--- src/rtl/pipe_pkg.sv ---
// Shared pipeline definitions: operand-mux select codes, register-address width
// and the hazard tracking entry.
package pipe_pkg;

   localparam int REG_AW = 5;

   localparam logic [1:0] SEL_RF    = 2'b00;
   localparam logic [1:0] SEL_EXMEM = 2'b01;
   localparam logic [1:0] SEL_MEMWB = 2'b10;

   typedef struct packed {
      logic              valid;
      logic [REG_AW-1:0] rd;
      logic              we;
      logic              is_load;
   } trk_entry_t;

endpackage

--- src/rtl/fwd_hazard_ctrl_src_match.sv ---
// src_match: flags when one decode source is produced by one in-flight entry.
// Register x0 is hardwired to zero and never counts as a producer.
module src_match
   import pipe_pkg::*;
#(
   parameter int AW = REG_AW
) (
   input  logic          prod_valid,
   input  logic          prod_we,
   input  logic [AW-1:0] prod_rd,
   input  logic [AW-1:0] src,
   input  logic          src_used,
   output logic          hit
);

   assign hit = src_used & prod_valid & prod_we & (prod_rd != '0) & (prod_rd == src);

endmodule

--- src/rtl/fwd_hazard_ctrl.sv ---
// Forwarding / load-use hazard controller for the 5-stage pipeline.
// Build option FWD_HAZARD_FWD_EN enables forwarding; without it every RAW hazard stalls.
module fwd_hazard_ctrl #(
   parameter int REG_AW = pipe_pkg::REG_AW,
   parameter int CNT_W  = 16
) (
   input  logic              clk,
   input  logic              rst_n,
   input  logic              dec_valid,
   input  logic [REG_AW-1:0] dec_rs1,
   input  logic [REG_AW-1:0] dec_rs2,
   input  logic              dec_rs1_used,
   input  logic              dec_rs2_used,
   input  logic [REG_AW-1:0] dec_rd,
   input  logic              dec_we,
   input  logic              dec_is_load,
   input  logic              flush,
   output logic [1:0]        fwd_a_sel,
   output logic [1:0]        fwd_b_sel,
   output logic              stall,
   output logic [CNT_W-1:0]  stall_cnt
);
   import pipe_pkg::*;

`ifdef FWD_HAZARD_FWD_EN
   localparam logic STALL_ALL = 1'b0;
`else
   localparam logic STALL_ALL = 1'b1;
`endif

   trk_entry_t        ex_q, ex_d;
   // The WB entry is never consulted (write-through register file), and the
   // MEM entry's load flag is never needed, so only the live fields are kept.
   logic              mem_valid_q, mem_valid_d;
   logic              mem_we_q, mem_we_d;
   logic [REG_AW-1:0] mem_rd_q, mem_rd_d;
   logic [CNT_W-1:0]  stall_cnt_q, stall_cnt_d;
   logic              stall_d, issue;
   logic              hit_ex_a, hit_ex_b, hit_mem_a, hit_mem_b;

   src_match #(.AW(REG_AW)) u_match_ex_a (
      .prod_valid(ex_q.valid), .prod_we(ex_q.we), .prod_rd(ex_q.rd),
      .src(dec_rs1), .src_used(dec_rs1_used), .hit(hit_ex_a));

   src_match #(.AW(REG_AW)) u_match_ex_b (
      .prod_valid(ex_q.valid), .prod_we(ex_q.we), .prod_rd(ex_q.rd),
      .src(dec_rs2), .src_used(dec_rs2_used), .hit(hit_ex_b));

   src_match #(.AW(REG_AW)) u_match_mem_a (
      .prod_valid(mem_valid_q), .prod_we(mem_we_q), .prod_rd(mem_rd_q),
      .src(dec_rs1), .src_used(dec_rs1_used), .hit(hit_mem_a));

   src_match #(.AW(REG_AW)) u_match_mem_b (
      .prod_valid(mem_valid_q), .prod_we(mem_we_q), .prod_rd(mem_rd_q),
      .src(dec_rs2), .src_used(dec_rs2_used), .hit(hit_mem_b));

   always_comb begin
      stall_d = 1'b0;
      if (dec_valid && !flush) begin
         stall_d = ((hit_ex_a | hit_ex_b) & (ex_q.is_load | STALL_ALL)) |
                   ((hit_mem_a | hit_mem_b) & STALL_ALL);
      end
      issue = dec_valid & ~stall_d & ~flush;

      ex_d         = '0;
      ex_d.valid   = issue;
      ex_d.rd      = dec_rd;
      ex_d.we      = dec_we;
      ex_d.is_load = dec_is_load;

      mem_valid_d = ex_q.valid;
      mem_we_d    = ex_q.we;
      mem_rd_d    = ex_q.rd;

      stall_cnt_d = stall_cnt_q;
      if (stall_d && (stall_cnt_q != '1)) begin
         stall_cnt_d = stall_cnt_q + CNT_W'(1);
      end
   end

   always_ff @(posedge clk or negedge rst_n) begin
      if (!rst_n) begin
         ex_q        <= '0;
         mem_valid_q <= 1'b0;
         mem_we_q    <= 1'b0;
         mem_rd_q    <= '0;
         stall_cnt_q <= '0;
      end else begin
         ex_q        <= ex_d;
         mem_valid_q <= mem_valid_d;
         mem_we_q    <= mem_we_d;
         mem_rd_q    <= mem_rd_d;
         stall_cnt_q <= stall_cnt_d;
      end
   end

`ifdef FWD_HAZARD_FWD_EN
   logic [1:0] fwd_a_sel_q, fwd_a_sel_d;
   logic [1:0] fwd_b_sel_q, fwd_b_sel_d;

   // Youngest producer wins: the current EX entry is checked before MEM.
   always_comb begin
      fwd_a_sel_d = SEL_RF;
      fwd_b_sel_d = SEL_RF;
      if (issue) begin
         if (hit_ex_a)       fwd_a_sel_d = SEL_EXMEM;
         else if (hit_mem_a) fwd_a_sel_d = SEL_MEMWB;
         if (hit_ex_b)       fwd_b_sel_d = SEL_EXMEM;
         else if (hit_mem_b) fwd_b_sel_d = SEL_MEMWB;
      end
   end

   always_ff @(posedge clk or negedge rst_n) begin
      if (!rst_n) begin
         fwd_a_sel_q <= SEL_RF;
         fwd_b_sel_q <= SEL_RF;
      end else begin
         fwd_a_sel_q <= fwd_a_sel_d;
         fwd_b_sel_q <= fwd_b_sel_d;
      end
   end

   assign fwd_a_sel = fwd_a_sel_q;
   assign fwd_b_sel = fwd_b_sel_q;
`else
   assign fwd_a_sel = SEL_RF;
   assign fwd_b_sel = SEL_RF;
`endif

   assign stall     = stall_d;
   assign stall_cnt = stall_cnt_q;

endmodule

--- config.mk ---
export PLATFORM = sky130hd
export DESIGN_NAME = fwd_hazard_ctrl
export DESIGN_NICKNAME = d
export VERILOG_FILES = /design/src/rtl/pipe_pkg.sv /design/src/rtl/fwd_hazard_ctrl_src_match.sv /design/src/rtl/fwd_hazard_ctrl.sv
export SDC_FILE = /design/constraint.sdc
export NUM_CORES = 1
export LEC_CHECK = 0
export BUFFER_PORTS_ARGS = -buffer_cell sky130_fd_sc_hd__buf_4
export CAP_MARGIN = 20
export CORE_MARGIN = 1
export CORE_UTILIZATION = 45
export CTS_BUF_LIST = sky130_fd_sc_hd__clkbuf_4 sky130_fd_sc_hd__clkbuf_8
export DETAILED_ROUTE_END_ITERATION = 6
export PLACE_DENSITY_LB_ADDON = 0.15
export SLEW_MARGIN = 25
export SYNTH_ARGS = -nofsm -noshare
export SYNTH_HDL_FRONTEND = slang
export SYNTH_SLANG_ARGS = --single-unit
export TNS_END_PERCENT = 5
--- constraint.sdc ---
create_clock -name clk -period 3.34 [get_ports clk]
set_input_delay 1.002 -clock clk [delete_from_list [all_inputs] [get_ports clk]]
set_output_delay 1.002 -clock clk [all_outputs]
set_load 0.02 [all_outputs]
==> results of run 1 <==
## report_power, final
group	switching [uW]	leakage, uW	internal (uW)
clock	123	0.0000343	101
sequential	13.5	0.000389	374
combinational	36.7	0.000448	41.2
## cell families (layout without fill, tap and decap cells)
family | Yosys count | after routing
and+or+nand+nor | 45 | 45
xor gates and xnor gates | 34 | 34
DFF | 30 | 30
AOI/OAI and AO/OA | 11 | 11
buffers and inverters | 9 | 49
adders and majority gates | 1 | 1
other | 1 | 4
## critical path, delay by kind of cell
kind            cells  cell delay, ns
xor+xnor            1            0.16
compound gates      2            0.44
simple gates        2            0.21
buf+inv             2            0.27
## layer usage
metal | vias up | wire length (um) | track usage (%)
met5 | - | 0 | 0
met1 | 532 | 1370 | 23.7
met4 | 0 | 16 | 9.97
met2 | 42 | 1400 | 29.7
li1 | 537 | - | -
met3 | 2 | 199 | 6.28
## flip-flops by register name, summed over array words and instances (netlist names)
register and cells:
mem_valid_q 1, mem_rd_q 5, mem_we_d 1, mem_rd_d 5, mem_we_q 1, stall_cnt 16
mem_valid_d 1
## final cells by class
| type | count | area (um^2) | area share (%) |
|---|---|---|---|
| flip-flops and latches | 30 | 751 | 40.0 |
| multi-input cells | 95 | 708 | 37.7 |
| repair buffers | 39 | 293 | 15.6 |
| well taps | 44 | 55.1 | 2.93 |
| clock buffers | 6 | 51.3 | 2.73 |
| clock inverters | 2 | 12.5 | 0.666 |
| inverters | 2 | 7.51 | 0.400 |
## worst min-delay path by stage
stage,from,end,slack (ns)
floorplan,mem_valid_d,mem_valid_q,0.35
global placement,mem_valid_d,mem_valid_q,0.37
detailed placement,mem_valid_d,mem_valid_q,0.38
CTS,mem_valid_d,mem_valid_q,0.40
global route,mem_we_d,mem_we_q,0.41
finish,mem_valid_d,mem_valid_q,0.40
## per-stage QoR
step	worst slack [ns]	utilization [%]	instances	power (uW)
3_3_place_gp	0.253	58.5	210	471
5_1_grt	0.0935	60.5	218	722
3_5_place_dp	0.234	58.5	210	473
6_report	0.247	60.5	218	690
4_1_cts	0.229	60.5	218	701
2_1_floorplan	0.370	-	134	436
## placed cells by master (no fill, tap or decap), drive strengths merged, types with 4 or more instances in the layout
cell type,count
buf,39
dfrtp,30
xnor2,28
nand2,13
nand4,8
nand3,6
xor2,6
clkbuf,6
nor3,4
conb,4
and3,4
==> flow_metrics.tcl, run 1 <==
set metrics [dict create \
    outcome "completed" \
    hold_class "flop to flop" \
    p_leak_uw 0.000871 \
    synth.most_common_cell "dfrtp_1" \
    hold_violations 0 \
    power_density_nw_per_um2 367 \
    cts_tree "done" \
    synth_top_area_cell "dfrtp_1" \
    syn_inst 131 \
    drt_iter0_drc 14 \
    grt_pass1_vias 1067 \
    ant_nets 0 \
    clockBufferDepth 2 \
    fp-row-count 20 \
    wl_um 2980 \
    rsz0062_at_grt "false" \
    root_buffer "clkbuf_4" \
    critPathRequiredTime_ns 2.34 \
    areaGrowthSynthToFinish_pct 24.8 \
    r2r_cells 6 \
    setup_viol 0 \
    synth_compound_area_share_pct 8.40 \
    grt_pass1_wl_um 4860 \
    worstPathMaxFanout 3 \
    maxCapViolations 0 \
    yosysWarnings 0 \
    drive_above_1_share_pct 31.6 \
    grt-ovfl-total 0 \
    irDropWorstVdd_uv 251 \
    routedWlPerCell_um 13.7 \
    hold_path_depth 0 \
    drcViolationCount 0 \
    synthXorXnorAreaFrac_pct 19.8 \
    synth_top_family_by_area "XOR/XNOR gates" \
    regToRegSetupSlack_ns 1.23 \
    finalMaxSlewViolations 0 \
    htreeDepth 2 \
    cts.reportedPaths.clkPinSlew_ns 0.09 \
    finalClockSkew_ns 0.00405 \
    core_um2 3100 \
    synthArstFlopShare_pct 100 \
    cp_slowest_stage_delay_ns 0.34 \
    worstSetupStartpointType "input port" \
    setup_tns_ns 0 \
    min_period_ns 3.09 \
    synth.area.mux_share_pct 0 \
    cp-end-kind "output pin" \
    cts-buffers-inserted 5 \
    detail_route.first_pass.iterations 4 \
    critical_path_arrival_ns 2.09 \
    synth_area_per_cell_um2 11.5 \
    initial_core_util_pct 48.5 \
    io-pin-count 44 \
    rr_endpoint "stall_cnt[11]" \
    synth_top_area_share_pct 49.9 \
    grt_antenna_before_repair 0 \
    hpwl_um 2260 \
    gp_congestion 0.837 \
    ctsResizeCount 0 \
    finalCritPeriodShare_pct 92.6 \
    crit_path_start "dec_rs2[4]" \
    grt_max_degree 31 \
    worstPathCellList "buf_4 -> xnor2_1 -> nand4_1 -> o22ai_1 -> a22oi_2 -> nor2_1 -> buf_4" \
    reg2reg_from "mem_rd_d[1]" \
    synth_cell_types 36 \
    endpoint "stall" \
    die_h_um 59.8 \
    syn_area_um2 1510 \
    finalInstanceArea_um2 1880 \
    synthFlopType "dfrtp_1" \
    synth_edf_count 0 \
    crit_top_cell "buf_4" \
    via_per_inst 5.11 \
    ys_seq_area_share_pct 49.9 \
    die_area_um2 3580 \
    fillCellCount 283 \
    n_antenna_cell 0 \
    clk_latency_ns 0.33 \
    synth_fa_ha_area_share_pct 0.831 \
    grt_usage_pct 19.2 \
    vias 1113 \
    numPortBuffers 38 \
    crit_slowest_cell "o22ai_1" \
    hold_ws_ns 0.398 \
    yosys_register_bits 30 \
    hold_buffers 0 \
    cts.sinks 30 \
    ys_top_cells_by_area "dfrtp_1 (50%), xnor2_1 (16%), xor2_1 (3.5%)" \
    synthTopCellsByCount "dfrtp_1 (30), xnor2_1 (28), nand2_1 (13)" \
    die_w_um 59.8 \
    max_freq_ghz 0.323 \
    layout.nets 197 \
    criticalPathCategory "input port to output pin" \
    postPlaceCellArea_um2 1810 \
    postCtsSetupBuffers 0 \
    yosys.area_share.simple_pct 17.0 \
]
Power figures use the tool's default switching activity.
==> run 2, diff against run 1 <==
- CORE_UTILIZATION: 45 -> 57
==> run 2 against run 1 <==
  * Cell count decreased by 6.4%
  * Die area shrank 20%
  * First-iteration DRC count grew 79%
  * Register-to-register slack lost 0.03 ns
  * Fmax down 0.84%
  * Critical path depth unchanged
  * Clock skew up 0.0092 ns
  * Sequential share of layout area is 0.38 points higher
  * Clock power rose by 4%
  * Power is 1.5% higher
  * Flip-flop and latch count is the same
  * Critical path type unchanged
  * Largest power group unchanged
==> flow_metrics.tcl, run 2 (same netlist as run 1, synthesis figures left out) <==
set metrics [dict create \
    die_h_um 53.4 \
    final_common_cell "buf_4" \
    htreeDepth 2 \
    cts_tree "done" \
    finalMaxSlewViolations 0 \
    initial_core_util_pct 60.8 \
    hold_path_depth 0 \
    wl_um 2980 \
    cp-end-kind "output pin" \
    worstPathMaxFanout 3 \
    grt_pass1_vias 1035 \
    n_antenna_cell 0 \
    clockBufferDepth 2 \
    cts-buffers-inserted 5 \
    clk_latency_ns 0.34 \
    hpwl_um 2220 \
    setup_tns_ns 0 \
    critical_path_arrival_ns 2.12 \
    io-pin-count 44 \
    utilization_pct 75.1 \
    cp_slowest_stage_delay_ns 0.31 \
    cts.sinks 30 \
    power_density_nw_per_um2 376 \
    drive_above_1_share_pct 31.6 \
    worstPathCellList "buf_4 -> xnor2_1 -> nand4_1 -> o22ai_1 -> a22oi_2 -> nor2_1 -> buf_4" \
    cts.reportedPaths.clkPinSlew_ns 0.09 \
    ant_nets 0 \
    areaGrowthSynthToFinish_pct 23.6 \
    worstHoldStart "mem_we_d" \
    rr_endpoint "stall_cnt[15]" \
    ctsResizeCount 0 \
    via_per_inst 5.43 \
    grt_antenna_before_repair 0 \
    largest_reg_flops 16 \
    crit_top_cell "buf_4" \
    gp_congestion 0.786 \
    crit_slowest_cell "o22ai_1" \
    criticalPathCategory "input port to output pin" \
    outcome "completed" \
    detail_route.first_pass.iterations 4 \
    hold_class "flop to flop" \
    drcViolationCount 0 \
    root_buffer "clkbuf_4" \
    finalCritPeriodShare_pct 93.4 \
    die_w_um 53.4 \
    grt_pass1_wl_um 4730 \
    setup_viol 0 \
    min_period_ns 3.12 \
    rsz0062_at_grt "false" \
    maxCapViolations 0 \
    fillCellCount 184 \
    numPortBuffers 38 \
    drt_iter0_drc 25 \
    regToRegSetupSlack_ns 1.20 \
    hold_buffers 0 \
    reg2reg_from "mem_rd_d[1]" \
    postCtsSetupBuffers 0 \
    layout_common_cells "buf_4 (39), dfrtp_1 (30), xnor2_1 (28)" \
    multi_input_area_um2 708 \
    r2r_cells 6 \
    p_leak_uw 0.000871 \
    core_um2 2480 \
    routedWlPerCell_um 14.6 \
    irDropWorstVdd_uv 359 \
    grt_usage_pct 24.8 \
    vias 1107 \
    critPathRequiredTime_ns 2.34 \
    regArea_um2 751 \
    fp-row-count 18 \
    hold_path_end "mem_we_q" \
    die_area_um2 2850 \
    max_freq_ghz 0.321 \
    worstSetupStartpointType "input port" \
    layout.nets 197 \
    hold_violations 0 \
    finalClockSkew_ns 0.0132 \
    grt_max_degree 31 \
    grt-ovfl-total 0 \
]
run 2: cell counts in the layout (fill, tap and decap cells not counted):
No cell type changed its count.
run 2: final cells by class:
| type | instances | share of cell area (%) |
|---|---|---|
| inverters | 2 | 0.403 |
| repair buffers | 39 | 15.7 |
| multi-input cells | 95 | 38.1 |
| well taps | 30 | 2.02 |
| flip-flops and latches | 30 | 40.3 |
| clock buffers | 6 | 2.76 |
| clock inverters | 2 | 0.672 |
run 2: metrics by stage:
| step | power [uW] | setup WS (ns) | hold WS [ns] | cell area [um^2] | instances |
|---|---|---|---|---|---|
| after floorplan | 436 | 0.370 | 0.354 | 1520 | 134 |
| after global placement | 470 | 0.264 | 0.369 | 1800 | 196 |
| after detailed placement | 473 | 0.265 | 0.374 | 1800 | 196 |
| after CTS | 707 | 0.261 | 0.393 | 1860 | 204 |
| after global routing | 737 | 0.113 | 0.413 | 1860 | 204 |
| final | 700 | 0.221 | 0.391 | 1860 | 204 |
run 2: report_power, final:
group / internal, uW / switching (uW)
sequential: 374 / 12.7
combinational: 41.2 / 38.2
clock: 101 / 133
total: 516 / 184
run 2: layer usage:
metal  vias to the layer above  global-route usage (%)  share of wire (%)
li1                        534                       -                  -
met5                         -                       0                  0
met2                        33                    38.8                 47
met1                       530                    29.8                 45
met3                        10                    6.32                4.8
met4                         0                    15.8                2.9
run 2: how the worst max path moves through the flow:
| stage | start | end | slack, ns | cells past startpoint |
|---|---|---|---|---|
| finish | dec_rs1[4] | stall | 0.22 | 7 |
| global route | dec_rs2[4] | stall | 0.11 | 7 |
| CTS | dec_rs2[2] | stall | 0.26 | 7 |
| detailed placement | dec_rs2[2] | stall | 0.26 | 7 |
| global placement | dec_rs2[3] | stall | 0.26 | 7 |
| floorplan | dec_rs2[3] | stall | 0.37 | 5 |
run 2: worst max-delay path: cells and delay by family:
kind,cells,cell delay (ns)
buffers and inverters,2,0.27
XOR/XNOR,1,0.20
AND/OR/NAND/NOR,2,0.23
AO/OA/AOI/OAI,2,0.41
==> run 3, diff against run 2 <==
- PLACE_DENSITY: not set -> 0.9
- PLACE_DENSITY_LB_ADDON: 0.15 -> not set
==> run 3 against run 2 <==
  * Cell count stayed put
  * Critical path depth unchanged
  * Largest power group unchanged
  * Clock-buffer cell count grew 1
  * Worst hold slack worse by 0.0067 ns
  * Clock skew shrank 0.0024 ns
  * Global-route usage grew 0.61 points
  * Non-clock buffer count is the same
  * First-iteration DRC count decreased by 52%
  * Combinational power grew 2%
  * Wire length is 4.3% higher
==> flow_metrics.tcl, run 3 (same netlist as run 1, synthesis figures left out) <==
set metrics [dict create \
    irDropWorstVdd_uv 397 \
    p_sw_uw 176 \
    finalCritPeriodShare_pct 95.2 \
    core_um2 2480 \
    drcViolationCount 0 \
    hold_ws_ns 0.384 \
    crit_slowest_cell "o22ai_2" \
    drt_iter0_drc 12 \
    p_leak_uw 0.000876 \
    hold_path_depth 0 \
    hpwl_um 2310 \
    clk_latency_ns 0.34 \
    critical_path_arrival_ns 2.18 \
    largest_reg_flops 16 \
    cts.reportedPaths.clkPinSlew_ns 0.09 \
    wl_um 3110 \
    seq_power_share_pct 55.2 \
    rr_endpoint "stall_cnt[11]" \
    max_freq_ghz 0.314 \
    hold_violations 0 \
    reg2reg_from "mem_rd_d[1]" \
    p_clk_share_pct 33.2 \
    worstPathCellList "buf_4 -> xnor2_1 -> nand4_1 -> o22ai_2 -> a22oi_2 -> nor2_1 -> buf_4" \
    grt_pass1_wl_um 4910 \
    finalClockSkew_ns 0.0109 \
    cts-buffers-inserted 5 \
    outcome "completed" \
    htreeDepth 2 \
    grt_usage_pct 25.4 \
    initial_core_util_pct 60.8 \
    switching_share_pct 25.0 \
    min_period_ns 3.18 \
    grt_pass1_vias 1074 \
    die_area_um2 2850 \
    hold_buffers 0 \
    regToRegSetupSlack_ns 1.21 \
    n_antenna_cell 0 \
    final_common_cell "buf_4" \
    routedWlPerCell_um 15.2 \
    fin_ws_ns 0.159 \
    postPlaceCellArea_um2 1800 \
    power.internal_uw 525 \
    crit_top_cell "buf_4" \
    fp-row-count 18 \
    comb_power_share_pct 11.6 \
    cpLargestDelayFamily "compound AO/OA/AOI/OAI gates" \
    worstSetupStartpointType "input port" \
    drive_above_1_share_pct 32.2 \
    setup_viol 0 \
    areaGrowthSynthToFinish_pct 24.0 \
    clockBufferDepth 2 \
    layout_common_cells "buf_4 (39), dfrtp_1 (30), xnor2_1 (28)" \
    ant_nets 0 \
    worstPathMaxFanout 3 \
    vias 1130 \
    root_buffer "clkbuf_4" \
    postCtsSetupBuffers 0 \
    hold_class "flop to flop" \
    numPortBuffers 38 \
    detail_route.first_pass.iterations 4 \
    setup_tns_ns 0 \
    dp_slack_ns 0.0846 \
    via_per_inst 5.54 \
    ctsResizeCount 0 \
    grt-ovfl-total 0 \
    hold_path_end "mem_valid_q" \
    die_w_um 53.4 \
    finalInstanceArea_um2 1870 \
    cts_tree "done" \
    criticalPathCategory "input port to output pin" \
    maxCapViolations 0 \
    die_h_um 53.4 \
    cp_slowest_stage_delay_ns 0.30 \
    layout.nets 197 \
    gp_congestion 0.837 \
    cts.sinks 30 \
    finalMaxSlewViolations 0 \
    critPathRequiredTime_ns 2.34 \
    power_density_nw_per_um2 375 \
    p_total_uw 701 \
    cp-end-kind "output pin" \
    io-pin-count 44 \
    rsz0062_at_grt "false" \
    worstHoldStart "mem_valid_d" \
    grt_max_degree 31 \
    worst-path-buf-inv 2 \
    r2r_cells 6 \
    grt_antenna_before_repair 0 \
]
==> run 3: changes by cell type in the layout (fill, tap and decap cells not counted), sizes merged <==
cell	delta
clkbuf	+1
clkinvlp	-1
==> run 3: area by class of cell <==
cell class / count / area (um^2)
sequential: 30 / 751
multi-input combinational: 95 / 714
fill: 167 / 611
timing repair buffer: 39 / 293
clock buffer: 7 / 58.8
tap: 30 / 37.5
inverter: 2 / 7.51
clock inverter: 1 / 5.00
==> run 3: worst max path at each step <==
stage | end | startpoint | cells after the start
after detailed placement | stall | dec_rs2[1] | 7
after global placement | stall | dec_rs2[1] | 7
after global routing | stall | dec_rs2[1] | 7
after floorplan | stall | dec_rs2[3] | 5
after CTS | stall | dec_rs2[1] | 7
final | stall | dec_rs2[1] | 7
==> run 3: per-layer routing <==
metal	share of wire [%]	up-vias	global-route usage, %	wire length (um)
met5	0	-	0	0
met4	2.8	0	12.7	87
met1	42	544	31.5	1310
li1	-	538	-	-
met2	50	38	38.8	1540
met3	5.2	10	8.91	161
==> run 3: stage by stage <==
stage,instances,utilization [%]
floorplan,134,-
global placement,196,72.5
detailed placement,196,72.5
CTS,204,75.1
global route,204,75.4
finish,204,75.4
==> run 3: worst register-to-register path, cell delays in order (launching register included) <==
cell and delay [ns]:
dfrtp_1 0.45, or3_1 0.39, o311a_1 0.33, nor2b_1 0.17, a32oi_2 0.40, nor3_1 0.12, xor2_1 0.16
==> run 3: power by group through the flow <==
| stage | Sequential, uW | Combinational, uW | Clock, uW |
|---|---|---|---|
| after floorplan | 393 | 42.6 | 0 |
| after global placement | 393 | 76.3 | 0 |
| after detailed placement | 394 | 80.3 | 0 |
| after CTS | 387 | 80.7 | 237 |
| after global routing | 388 | 89.1 | 256 |
| final | 387 | 81.3 | 233 |
